## config.mk

```make
export PLATFORM = sky130hd
export DESIGN_NAME = logic_pipe
export DESIGN_NICKNAME = d
export VERILOG_FILES = /design/src/rtl/logic_pipe.sv
export SDC_FILE = /design/constraint.sdc
export NUM_CORES = 1
export LEC_CHECK = 0
export ABC_AREA = 0
export CAP_MARGIN = 20
export CORE_UTILIZATION = 55
export CTS_CLUSTER_DIAMETER = 60
export CTS_CLUSTER_SIZE = 16
export DETAILED_ROUTE_END_ITERATION = 7
export GPL_ROUTABILITY_DRIVEN = 1
export GPL_TIMING_DRIVEN = 0
export PLACE_DENSITY = 0.82
export SLEW_MARGIN = 15
export SYNTH_ARGS = -nofsm -noshare
export SYNTH_HDL_FRONTEND = slang
export SYNTH_SLANG_ARGS = --single-unit
```

## constraint.sdc

```tcl
create_clock -name clk -period 2.5 [get_ports clk]
set_clock_uncertainty 0.05 [all_clocks]
set_input_delay 0.5 -clock clk [delete_from_list [all_inputs] [get_ports clk]]
set_output_delay 0.5 -clock clk [all_outputs]
set_load 0.03 [all_outputs]
```

## src/rtl/logic_pipe.sv

```systemverilog
// rtl/logic_pipe.sv - two-stage 64-bit bitwise logic unit with valid/ready in and out
// Optional zero/parity result flags are built when LOGIC_PIPE_FLAGS_EN is defined.
module logic_pipe #(
  parameter int WIDTH = 64,
  parameter int CNT_W = 32
) (
  input  logic             clk,
  input  logic             rst_n,
  input  logic             in_valid,
  output logic             in_ready,
  input  logic [2:0]       op,
  input  logic [WIDTH-1:0] a,
  input  logic [WIDTH-1:0] b,
  output logic             out_valid,
  input  logic             out_ready,
  output logic [WIDTH-1:0] result,
  output logic [2:0]       out_op,
  output logic [CNT_W-1:0] op_count
`ifdef LOGIC_PIPE_FLAGS_EN
  ,
  output logic             zero,
  output logic             parity
`endif
);

  logic             s1_valid_q, s1_valid_d;
  logic [WIDTH-1:0] s1_a_q, s1_b_q;
  logic [2:0]       s1_op_q;
  logic             s2_valid_q, s2_valid_d;
  logic [WIDTH-1:0] result_q;
  logic [2:0]       out_op_q;
  logic [CNT_W-1:0] cnt_q, cnt_d;
  logic [WIDTH-1:0] res_d;
  logic             s2_adv, in_fire, s1_to_s2, out_fire;
`ifdef LOGIC_PIPE_FLAGS_EN
  logic             zero_q, parity_q;
`endif

  // S2 can take a new beat when empty or when its current beat leaves this cycle.
  assign s2_adv   = !s2_valid_q || out_ready;
  assign in_ready = !s1_valid_q || s2_adv;
  assign in_fire  = in_valid && in_ready;
  assign s1_to_s2 = s1_valid_q && s2_adv;
  assign out_fire = s2_valid_q && out_ready;

  always_comb begin
    res_d = '0;
    case (s1_op_q)
      3'b000: res_d = s1_a_q & s1_b_q;
      3'b001: res_d = s1_a_q | s1_b_q;
      3'b010: res_d = s1_a_q ^ s1_b_q;
      3'b011: res_d = ~(s1_a_q | s1_b_q);
      3'b100: res_d = ~(s1_a_q & s1_b_q);
      3'b101: res_d = ~(s1_a_q ^ s1_b_q);
      3'b110: res_d = ~s1_a_q;
      3'b111: res_d = s1_a_q & ~s1_b_q;
      default: res_d = '0;
    endcase
  end

  always_comb begin
    s1_valid_d = s1_valid_q;
    s2_valid_d = s2_valid_q;
    cnt_d      = cnt_q;
    if (in_fire)       s1_valid_d = 1'b1;
    else if (s1_to_s2) s1_valid_d = 1'b0;
    if (s1_to_s2)      s2_valid_d = 1'b1;
    else if (out_fire) s2_valid_d = 1'b0;
    if (out_fire)      cnt_d = cnt_q + CNT_W'(1);
  end

  always_ff @(posedge clk) begin
    if (!rst_n) begin
      s1_valid_q <= 1'b0;
      s2_valid_q <= 1'b0;
      s1_a_q     <= '0;
      s1_b_q     <= '0;
      s1_op_q    <= '0;
      result_q   <= '0;
      out_op_q   <= '0;
      cnt_q      <= '0;
`ifdef LOGIC_PIPE_FLAGS_EN
      zero_q     <= 1'b1;
      parity_q   <= 1'b0;
`endif
    end else begin
      s1_valid_q <= s1_valid_d;
      s2_valid_q <= s2_valid_d;
      cnt_q      <= cnt_d;
      if (in_fire) begin
        s1_a_q  <= a;
        s1_b_q  <= b;
        s1_op_q <= op;
      end
      if (s1_to_s2) begin
        result_q <= res_d;
        out_op_q <= s1_op_q;
`ifdef LOGIC_PIPE_FLAGS_EN
        zero_q   <= (res_d == '0);
        parity_q <= ^res_d;
`endif
      end
    end
  end

  assign out_valid = s2_valid_q;
  assign result    = result_q;
  assign out_op    = out_op_q;
  assign op_count  = cnt_q;
`ifdef LOGIC_PIPE_FLAGS_EN
  assign zero      = zero_q;
  assign parity    = parity_q;
`endif

endmodule

```

# Word level (Yosys, flattened, before mapping)
# Index checks and enable logic that the tools add are counted.
[word_totals]
elab_cells = 40
reg_bits = 232
inputBits = 135
[classes]
addsub = 1
eq_ne = 7
bitwise = 9
muxes = 5
n_reduce_logical = 10
[ops]
columns = ["operator", "count"]
rows = [
  ["one-hot mux 64 bit (8 select lines)", 1],
  ["NOT 64 bit", 5],
  ["bitwise AND 64 bit", 2],
  ["bitwise OR 64 bit", 1],
  ["bitwise XOR 64 bit", 1],
  ["adder 32 x 1 -> 32 bit, second input constant", 1],
  ["== test 3 bit, second input constant", 4],
  ["== test 3 x 2 -> 1 bit, second input constant", 2],
  ["2-to-1 mux 1 bit", 4],
  ["nonzero test 2 bit", 2],
  ["== test 3 x 1 -> 1 bit, second input constant", 1],
  ["logical AND 1 bit", 3],
  ["logical NOT 3 bit", 1],
  ["logical NOT 1 bit", 2],
  ["logical OR 1 bit", 2],
]

# Depth between registers and ports, before layout
# Gate-level depths: netlist of the first run.
[depth]
word_depth = 5
mapped_depth = 7

# Least setup slack after synthesis of the first run
# OpenSTA, ideal clock, no wires.
[synth_path]
kind = "reg2reg"
from = "reg s2_valid_q (netlist: out_valid)"
to = "reg s1_a_q[0]"
setup_slack_ps = 407
path_buffers = 2
path_stages_with_launch = 7
setup_ps = 70
arrival_ps = 1973
required_time_ps = 2380
path_cell_list = "dfxtp_1 > nand3b_1 > nand2_1 > clkbuf_1 > clkbuf_1 > nand2_1 > a21oi_1"
[synth_between]
elab_chain_len = 4
[synth_lines]
columns = ["item", "line", "source"]
rows = [
  ["from (decl)", "29", "logic s2_valid_q, s2_valid_d;"],
  ["from (signal assigned)", "88", "s2_valid_q <= s2_valid_d;"],
  ["logical NOT 1 bit", "40", "assign s2_adv = !s2_valid_q || out_ready;"],
  ["logical OR 1 bit", "40", ""],
  ["logical OR 1 bit", "41", "assign in_ready = !s1_valid_q || s2_adv;"],
  ["net in_ready", "10", "output logic in_ready,"],
  ["logical AND 1 bit", "42", "assign in_fire = in_valid && in_ready;"],
  ["to (signal assigned)", "76", "s1_a_q <= '0;"],
  ["to (signal assigned)", "91", "s1_a_q <= a;"],
  ["to (decl)", "27", "logic [WIDTH-1:0] s1_a_q, s1_b_q;"],
]
# The timed path passes the listed nets, and every way through them passes these cells.
# A chain may end at the register's enable or synchronous reset.

# Final worst setup path of the first run
[layout_path]
from = "reg s1_op_q[0]"
to = "reg result_q[4] (netlist: result[4])"
[layout_between]
elab_chain_len = 2
word_cells_on_any_way = 9
classes_between = "7 x eq/ne; 1 x mux; 1 x reduce/logical"
[layout_lines]
columns = ["item", "line", "source"]
rows = [
  ["from (decl)", "28", "logic [2:0] s1_op_q;"],
  ["from (signal assigned)", "93", "s1_op_q <= op;"],
  ["== test 3 bit, or another cell as far along", "48", "case (s1_op_q)"],
  ["one-hot mux 64 bit (8 select lines) *", "48", ""],
  ["to (signal assigned)", "96", "result_q <= res_d;"],
  ["to (decl)", "30", "logic [WIDTH-1:0] result_q;"],
]
# Mark *: on every way between the ends. The rest lies on a longest branch, timed or not.

==> reports/qor.txt, run 1 <==
status: finished clean
Buf+Inv Stages, Crit Path: 3
I/O Buffers: 235
ANT cells: 0
Core Util, Final: 69.52%
EDFF count, synth: 0
post-route ant nets: 0
critical setup path kind: flip-flop to flip-flop
DRC viols: 0
Worst-path clk slew: 0.07 ns
Post-Syn Area: 15230 um2
Final Max Slew Viols: 0
CP max FO: 10
share of post-route cells with drive strength above 1: 6.734%
Avg WL per Cell: 19.90 um
latest clock arrival within the worst-skew pair: 0.53 ns
CTS buffer count: 23
die area: 28350 um2
Reg power frac: 41.4%
min Tclk post-route: 2.427 ns
CP required: 2.84 ns
RSZ-0062 raised after global routing: false
Sw Share: 31.15%
CTS tree: yes
Final Hold Viols: 0
endpoints failing setup: 0
Syn Nets: 2136
PnR worst setup slack: 0.07293 ns
clock network power share: 36.3%
slowest stage delay, CP: 0.49 ns
Pint: 0.006850 W
Worst Path Arrival: 2.77 ns
DP Wirelength: 34320 um
f_max: 0.4120 GHz
Routed WL: 48160 um
Total Power: 0.009949 W
DRT iter0 DRCs: 1390
first-pass GRT wire length: 75460 um
peak supply drop: 0.0003365 V
clock sinks: 232
Static Leak: 7.363 nW
Yosys cell types: 43
Rows: 60
core area: 27030 um2
Tightest Pin Transition: 0.9729 ns
GP Congestion: 0.9275
CTS H-tree depth: 1
PD cells: 529.6 nW/um2
CP top delay family: buffers and inverters
maxcap violations: 0
synthesis-stage register bit count: 232
sequential area share after synthesis: 30.50%
Gate Count Post-Synth: 1808
final net count: 2395
CP Capture Type: flip-flop
Hold Buf Count CTS: 0
Synth Warn #: 0
vias in the first global route: 14610
Overall Global Routing Usage: 33.31%
Period Utilization, post-route: 97.08%
IO Pins: 236
worst hold path class: flip-flop to flip-flop
die width: 168.4 um
chip height: 168.4 um
asr flop ratio synth: 0%
Initial Utilization: 56.34%
CP startpoint kind: flip-flop
slew margin rel.: 35.14%
crit path cell chain: buf_2 > clkbuf_4 > clkbuf_1 > a221oi_1 > a2111oi_0 > nor2_1
clock tree buffer depth: 3
largest net degree at the start of global routing: 17
initial antenna violation count: 0
Vias: 14690
Mapped Avg Cell Area: 8.421 um2
pre-CTS setup slack: -0.9564 ns
DR pass1 iterations: 5
root buf cell: clkbuf_16
area delta synth->final: 23.40%
vias per std cell: 6.071
predominant post-synthesis flop cell: dfxtp_1
total gr overflow: 0
Switch Pwr: 0.003099 W
slowest cell on the critical path: a2111oi_0
combinational cell fraction of total power: 22.4%
## power groups by stage
stage / logic, W / registers (W) / clock network [W]
2_1_floorplan: 0.00122 / 0.00428 / 0
3_5_place_dp: 0.00216 / 0.00419 / 0
3_3_place_gp: 0.00208 / 0.00418 / 0
4_1_cts: 0.00219 / 0.00411 / 0.00362
6_report: 0.00223 / 0.00411 / 0.00361
5_1_grt: 0.00240 / 0.00413 / 0.00378
## cells by family after synthesis
| kind of cell | count (synthesis) | synth area share [%] |
|---|---|---|
| adder cells (fa/ha/maj) | 193 | 15.86 |
| AO/OA/AOI/OAI | 458 | 20.86 |
| multiplexers | 47 | 6.295 |
| flip-flops | 232 | 30.50 |
| XOR/XNOR | 49 | 2.819 |
| buffers and inverters | 338 | 8.661 |
| AND/OR/NAND/NOR | 491 | 15.01 |
## layout make-up
class	instances	area [um2]
plain buffers	142	614.3
clock buffers	24	589.3
clock inverters	13	163.9
fillers	2098	8238
inverters	195	732.0
multi-input cells	1238	9266
flip-flops and latches	232	4644
well taps	341	426.7
repair buffers	235	2351
## sequential cells by signal, indices dropped and copies added, names as in the netlist
register    flops
result         64
s1_op_q         3
out_op          3
s1_b_q         64
s1_a_q         64
op_count       32
s1_valid_q      1
out_valid       1
## per-layer routing
layer	global-route usage (%)	wire length [um]	share of wire, %	vias to the layer above
li1	-	-	-	6790
met1	40.43	18790	39	7012
met2	56.03	22710	47	753
met3	7.663	4606	9.6	136
met4	15.18	2048	4.3	0
met5	0	0	0	-
## worst register-to-register path, stage by stage (launching register included)
cell       delay [ns]
dfxtp_1          0.35
buf_2            0.33
clkbuf_4         0.42
clkbuf_1         0.47
a221oi_1         0.09
a2111oi_0        0.49
nor2_1           0.10
## stage by stage
step	setup TNS (ns)	area [um2]	instances	hold slack, ns
after floorplan	0	15230	1808	0.4030
after global placement	-116.78	18000	2384	0.3947
after detailed placement	-125.32	18000	2384	0.4029
after CTS	0	18770	2421	0.4164
after global routing	0	18790	2420	0.4426
final	0	18790	2420	0.4206
## cells in the final DEF, fill, tap and decap left out, types with 5 or more instances in the layout
master,netlist,final
nor3_1,5,5
o32ai_1,25,25
clkbuf_1,104,87
ha_1,193,193
xor2_1,6,6
o21a_1,41,41
a211o_1,7,7
clkbuf_2,0,16
o221ai_1,103,103
nor4_1,6,6
clkdlybuf4s50_1,0,234
buf_2,28,28
inv_1,194,194
nor2b_1,76,76
mux2i_1,8,8
a21oi_1,199,199
xnor2_1,43,43
a211oi_1,18,18
clkbuf_16,0,23
or4_1,6,6
nand3_1,15,15
o31ai_1,7,7
dfxtp_1,232,232
a221oi_1,18,18
nand2_1,292,292
mux4_2,39,39
buf_1,9,7
a2111oi_0,18,15
o22ai_1,7,7
nor2_1,35,35
nand2b_1,31,31
o21ai_0,9,9
## worst paths after layout
path	cells past startpoint	slack, ns	to	startpoint
setup / recovery	6	0.07	result[4]	s1_op_q[0]
setup reg to reg	6	0.07	result[4]	s1_op_q[0]
hold / removal	2	0.42	out_op[1]	out_op[1]
hold reg to reg	2	0.42	out_op[1]	out_op[1]
## cell usage after synthesis (all sizes together), types with 15 or more instances
| master | count | area (um2) |
|---|---|---|
| nand2 | 292 | 1096 |
| dfxtp | 232 | 4644 |
| a21oi | 199 | 996.0 |
| inv | 195 | 732.0 |
| ha | 193 | 2415 |
| clkbuf | 104 | 390.4 |
| o221ai | 103 | 902.1 |
| nor2b | 76 | 475.5 |
| xnor2 | 43 | 376.6 |
| o21a | 41 | 307.8 |
| buf | 39 | 196.4 |
| mux4 | 39 | 878.3 |
| nor2 | 35 | 131.4 |
| nand2b | 31 | 193.9 |
| o32ai | 25 | 219.0 |
| a2111oi | 18 | 157.7 |
| a211oi | 18 | 135.1 |
| a221oi | 18 | 157.7 |
| nand3 | 15 | 75.07 |
## repair_timing
item / CTS / global route
endpoints found under the setup margin: 132 / 73
setup buffers: 0 / 0
gates resized for setup: 8 / 29
(Power assumes the default switching activity.)
==> inputs of run 2 (changes only) <==
CELL_PAD_IN_SITES_DETAIL_PLACEMENT = 0   (was unset)
CELL_PAD_IN_SITES_GLOBAL_PLACEMENT = 1   (was unset)
CORE_UTILIZATION = 30   (was 55)
PLACE_DENSITY = 0.63   (was 0.82)
==> reports/qor.txt, run 2 (same netlist as run 1, synthesis figures left out) <==
I/O Buffers: 235
share of post-route cells with drive strength above 1: 7.579%
clock tree buffer depth: 3
core area: 50070 um2
highest routed layer: met5
vias in the first global route: 14130
Tightest Pin Transition: 1.095 ns
GP Congestion: 0.8482
DRC viols: 0
f_max: 0.4130 GHz
Switch Pwr: 0.003424 W
total gr overflow: 0
clock sinks: 232
hold depth: 3
maxcap violations: 0
critical setup path kind: input port to flip-flop
met1 WL: 25160 um
Sw Share: 31.65%
Overall Global Routing Usage: 21.83%
latest clock arrival within the worst-skew pair: 0.59 ns
min Tclk post-route: 2.421 ns
worst reg-to-reg path cell count: 7
crit path cell chain: clkdlybuf4s50_1 > inv_1 > clkdlybuf4s15_1 > clkbuf_1 > a21oi_1
R2R Setup Slk: 0.14 ns
CTS buffer count: 31
combinational cell fraction of total power: 20.7%
Hold EP: s1_b_q[16]
slowest cell on the critical path: clkdlybuf4s15_1
clock network power share: 41.0%
worst hold path class: input port to flip-flop
vias per std cell: 5.093
RSZ-0062 raised after global routing: false
IO Pins: 236
Fillers: 5283
DRT iter0 DRCs: 792
worst r2r dst: result[39]
Reg power frac: 38.3%
die area: 51660 um2
Initial Utilization: 30.41%
Worst Path Arrival: 2.80 ns
peak supply drop: 0.0004764 V
DR pass1 iterations: 5
CP max FO: 10
Pint: 0.007394 W
CTS H-tree depth: 1
Buf+Inv Stages, Crit Path: 4
worst flop-to-flop path startpoint: s1_op_q[1]
CTS tree: yes
first-pass GRT wire length: 85700 um
post-route ant nets: 0
Period Utilization, post-route: 96.86%
commonest cells after routing, fill and taps aside: nand2_1, clkdlybuf4s50_1, dfxtp_1
endpoints failing setup: 0
final net count: 2404
chip height: 227.3 um
Final Hold Viols: 0
CP required: 2.87 ns
die width: 227.3 um
Total Power: 0.01082 W
Rows: 82
PD cells: 556.0 nW/um2
CP top delay family: buffers and inverters
Avg WL per Cell: 20.45 um
DP Wirelength: 42240 um
slowest stage delay, CP: 0.77 ns
Static Leak: 7.497 nW
most common cell after layout, fill and taps aside: nand2_1
ANT cells: 0
Routed WL: 56640 um
area delta synth->final: 27.79%
final cell count without fillers: 2770
Vias: 14110
largest net degree at the start of global routing: 15
met3 routed WL: 3694 um
status: finished clean
placed cells: 2716
initial antenna violation count: 5
root buf cell: clkbuf_16
CP Capture Type: flip-flop
wire length on met2: 26000 um
Setup Buffers After CTS: 0
hold slack: 0.4126 ns
CP startpoint kind: input port
Final Max Slew Viols: 0
Worst-path clk slew: 0.06 ns
slew margin rel.: 27.02%
worst hold start: b[16]
## run 2: cell types whose count changed in the layout (fill, tap and decap cells not counted), sizes merged, moves of 2 or more
cell / previous run / this run
clkbuf: 128 / 139
clkinv: 7 / 9
clkinvlp: 0 / 2
inv: 199 / 202
## run 2: repair_timing
item,4_1_cts,5_1_grt
resized for setup,7,35
setup endpoints to repair,99,47
pin swaps,0,0
hold buffers,0,0
## run 2: power by group through the flow
stage	clock (W)	combinational, W	sequential [W]
2_1_floorplan	0	0.00122	0.00428
3_3_place_gp	0	0.00219	0.00421
3_5_place_dp	0	0.00223	0.00422
4_1_cts	0.00454	0.00224	0.00414
5_1_grt	0.00468	0.00246	0.00417
6_report	0.00444	0.00224	0.00414
## run 2: worst register-to-register path: stages, from the launching register on
cell     delay [ns]
dfxtp_1        0.47
buf_2          0.27
buf_2          0.31
buf_2          0.32
nand2_1        0.30
o22ai_1        0.27
a21oi_1        0.09
a21oi_1        0.19
## run 2: metal layers
metal / vias to the layer above / global-route usage, %
li1: 6821 / -
met1: 6807 / 28.43
met2: 376 / 35.72
met3: 94 / 4.982
met4: 10 / 6.582
met5: - / 0
## run 2: how the worst max path moves through the flow
stage	startpoint	to	slack, ns	cells past startpoint
finish	rst_n	s1_op_q[2]	0.08	5
global route	rst_n	s1_op_q[2]	0.009	5
CTS	s1_op_q[0]	result[28]	0.002	6
detailed placement	out_ready	s1_a_q[20]	-1.01	7
global placement	out_ready	s1_b_q[31]	-1.10	8
floorplan	out_valid	s1_a_q[0]	0.41	6
## run 2: area by class of cell
type / count / area (um2) / area share [%]
buffer: 142 / 615.6 / 3.164
inverter: 195 / 732.0 / 3.762
tap: 672 / 840.8 / 4.321
clock inverter: 19 / 173.9 / 0.8938
multi-input combinational: 1238 / 9264 / 47.61
clock buffer: 36 / 824.5 / 4.238
sequential: 232 / 4646 / 23.88
timing repair buffer: 236 / 2361 / 12.13
## run 2: stage by stage
| step | TNS, ns | util, % | cell area (um2) | setup slack (ns) |
|---|---|---|---|---|
| floorplan | 0 | - | 15230 | 0.4070 |
| global placement | -156.33 | 36.79 | 18420 | -1.104 |
| detailed placement | -148.69 | 36.81 | 18430 | -1.013 |
| CTS | 0 | 38.81 | 19430 | 0.002332 |
| global route | 0 | 38.86 | 19460 | 0.008910 |
| finish | 0 | 38.86 | 19460 | 0.07852 |
==> inputs of run 3 (changes only) <==
--- a/config.mk
+++ b/config.mk
@@ -12,2 +12,3 @@
 export CORE_UTILIZATION = 30
+export CTS_BUF_LIST = sky130_fd_sc_hd__clkbuf_8 sky130_fd_sc_hd__clkbuf_16
 export CTS_CLUSTER_DIAMETER = 60
@@ -17,3 +18,3 @@
 export GPL_TIMING_DRIVEN = 0
-export PLACE_DENSITY = 0.63
+export PLACE_DENSITY = 0.66
 export SLEW_MARGIN = 15
==> constraint.sdc (replaced) <==
create_clock -name clk -period 2.1 [get_ports clk]
set_clock_uncertainty 0.05 [all_clocks]
set_input_delay 0.42 -clock clk [delete_from_list [all_inputs] [get_ports clk]]
set_output_delay 0.42 -clock clk [all_outputs]
set_load 0.02 [all_outputs]
==> reports/qor.txt, run 3 (same netlist as run 1, synthesis figures left out) <==
Sw Share: 28.76%
IO Pins: 236
CTS H-tree depth: 2
CP required: 1.63 ns
Tightest Pin Transition: 0.8022 ns
total gr overflow: 0
RSZ-0062 raised after global routing: true
critical setup path kind: flip-flop to output port
core area: 50070 um2
vias in the first global route: 14480
first-pass GRT wire length: 85130 um
Static Leak: 8.043 nW
crit path cell chain: clkdlybuf4s50_1
CP startpoint kind: flip-flop
area delta synth->final: 30.58%
chip height: 227.3 um
CP max FO: 2
clock network power share: 46.0%
worst hold path class: input port to flip-flop
Initial Utilization: 30.41%
slowest cell on the critical path: clkdlybuf4s50_1
share of post-route cells with drive strength above 1: 10.23%
Hold Buf Count CTS: 0
DR pass1 iterations: 6
clock tree buffer depth: 3
placed cells: 2716
CP Capture Type: output port
Final Max Slew Viols: 0
slowest stage delay, CP: 0.72 ns
die width: 227.3 um
Reg power frac: 35.2%
Buf+Inv Stages, Crit Path: 1
Switch Pwr: 0.004024 W
DP Wirelength: 41990 um
I/O Buffers: 235
initial antenna violation count: 4
PD cells: 703.7 nW/um2
root buf cell: clkbuf_16
status: finished clean
min Tclk post-route: 2.079 ns
endpoints failing setup: 0
die area: 51660 um2
Worst Path Arrival: 1.61 ns
post-route cell area: 19880 um2
peak supply drop: 0.0004140 V
Cell Area, Placed: 18430 um2
f_max: 0.4811 GHz
maxcap violations: 0
Vias: 14210
clock sinks: 232
slew margin rel.: 46.52%
Fillers: 5127
Routed WL: 56580 um
Rows: 82
largest net degree at the start of global routing: 14
GP Congestion: 0.8690
final net count: 2405
Period Utilization, post-route: 98.99%
Worst-path clk slew: 0.07 ns
Final Hold Viols: 0
latest clock arrival within the worst-skew pair: 0.54 ns
commonest cells after routing, fill and taps aside: nand2_1, dfxtp_1, clkdlybuf4s50_1
most common cell after layout, fill and taps aside: nand2_1
Pint: 0.009967 W
Overall Global Routing Usage: 21.77%
vias per std cell: 5.123
combinational cell fraction of total power: 18.8%
CTS buffer count: 34
final cell count without fillers: 2774
CP top delay family: buffers and inverters
post-route ant nets: 0
Core Util, Final: 39.71%
DRC viols: 0
Avg WL per Cell: 20.40 um
CTS tree: yes
DRT iter0 DRCs: 1000
[run 3: power groups by stage]
stage | Clock, W | Sequential [W] | Combinational (W)
3_5_place_dp | 0 | 0.00503 | 0.00257
4_1_cts | 0.00655 | 0.00493 | 0.00261
5_1_grt | 0.00673 | 0.00496 | 0.00288
3_3_place_gp | 0 | 0.00502 | 0.00251
6_report | 0.00644 | 0.00493 | 0.00262
2_1_floorplan | 0 | 0.00503 | 0.00146
[run 3: final timing paths]
path | startpoint | to | slack [ns] | cells after the start
min | a[11] | s1_a_q[11] | 0.37 | 3
max | result[0] | result[0] | 0.02 | 1
max reg2reg | s1_op_q[0] | result[41] | 0.10 | 6
min reg2reg | out_op[2] | out_op[2] | 0.41 | 2
[run 3: final cells by class]
class	count	area, um2	area share, %
sequential	232	4654	23.41
buffer	139	708.2	3.562
multi-input combinational	1238	9295	46.75
tap	672	840.8	4.229
antenna	1	2.502	0.01259
clock buffer	42	994.7	5.003
timing repair buffer	237	2394	12.04
inverter	195	732.0	3.682
clock inverter	18	260.3	1.309
[run 3: layer usage]
metal / GRT usage, % / share of wire (%) / routed length [um] / vias to the layer above
met1: 27.23 / 43 / 24280 / 6873
met3: 5.214 / 6.9 / 3879 / 95
met4: 8.032 / 3.0 / 1675 / 8
met2: 36.14 / 47 / 26690 / 406
met5: 0 / 0.095 / 54 / -
li1: - / - / - / 6828
[run 3: what timing repair did]
action	4_1_cts	5_1_grt
setup endpoints to repair	240	144
hold endpoints to repair	0	0
pin swaps	1	1
buffers inserted	1	0
resized for setup	75	76
[run 3: stage by stage]
stage	hold WS, ns	TNS [ns]	total power (W)	setup WS (ns)
floorplan	0.4030	0	0.006482	0.1145
global placement	0.4049	-241.47	0.007532	-1.502
detailed placement	0.4096	-224.97	0.007601	-1.374
CTS	0.3493	-0.004472	0.01409	-0.004458
global route	0.3729	-0.01082	0.01457	-0.005843
finish	0.3746	0	0.01399	0.02127
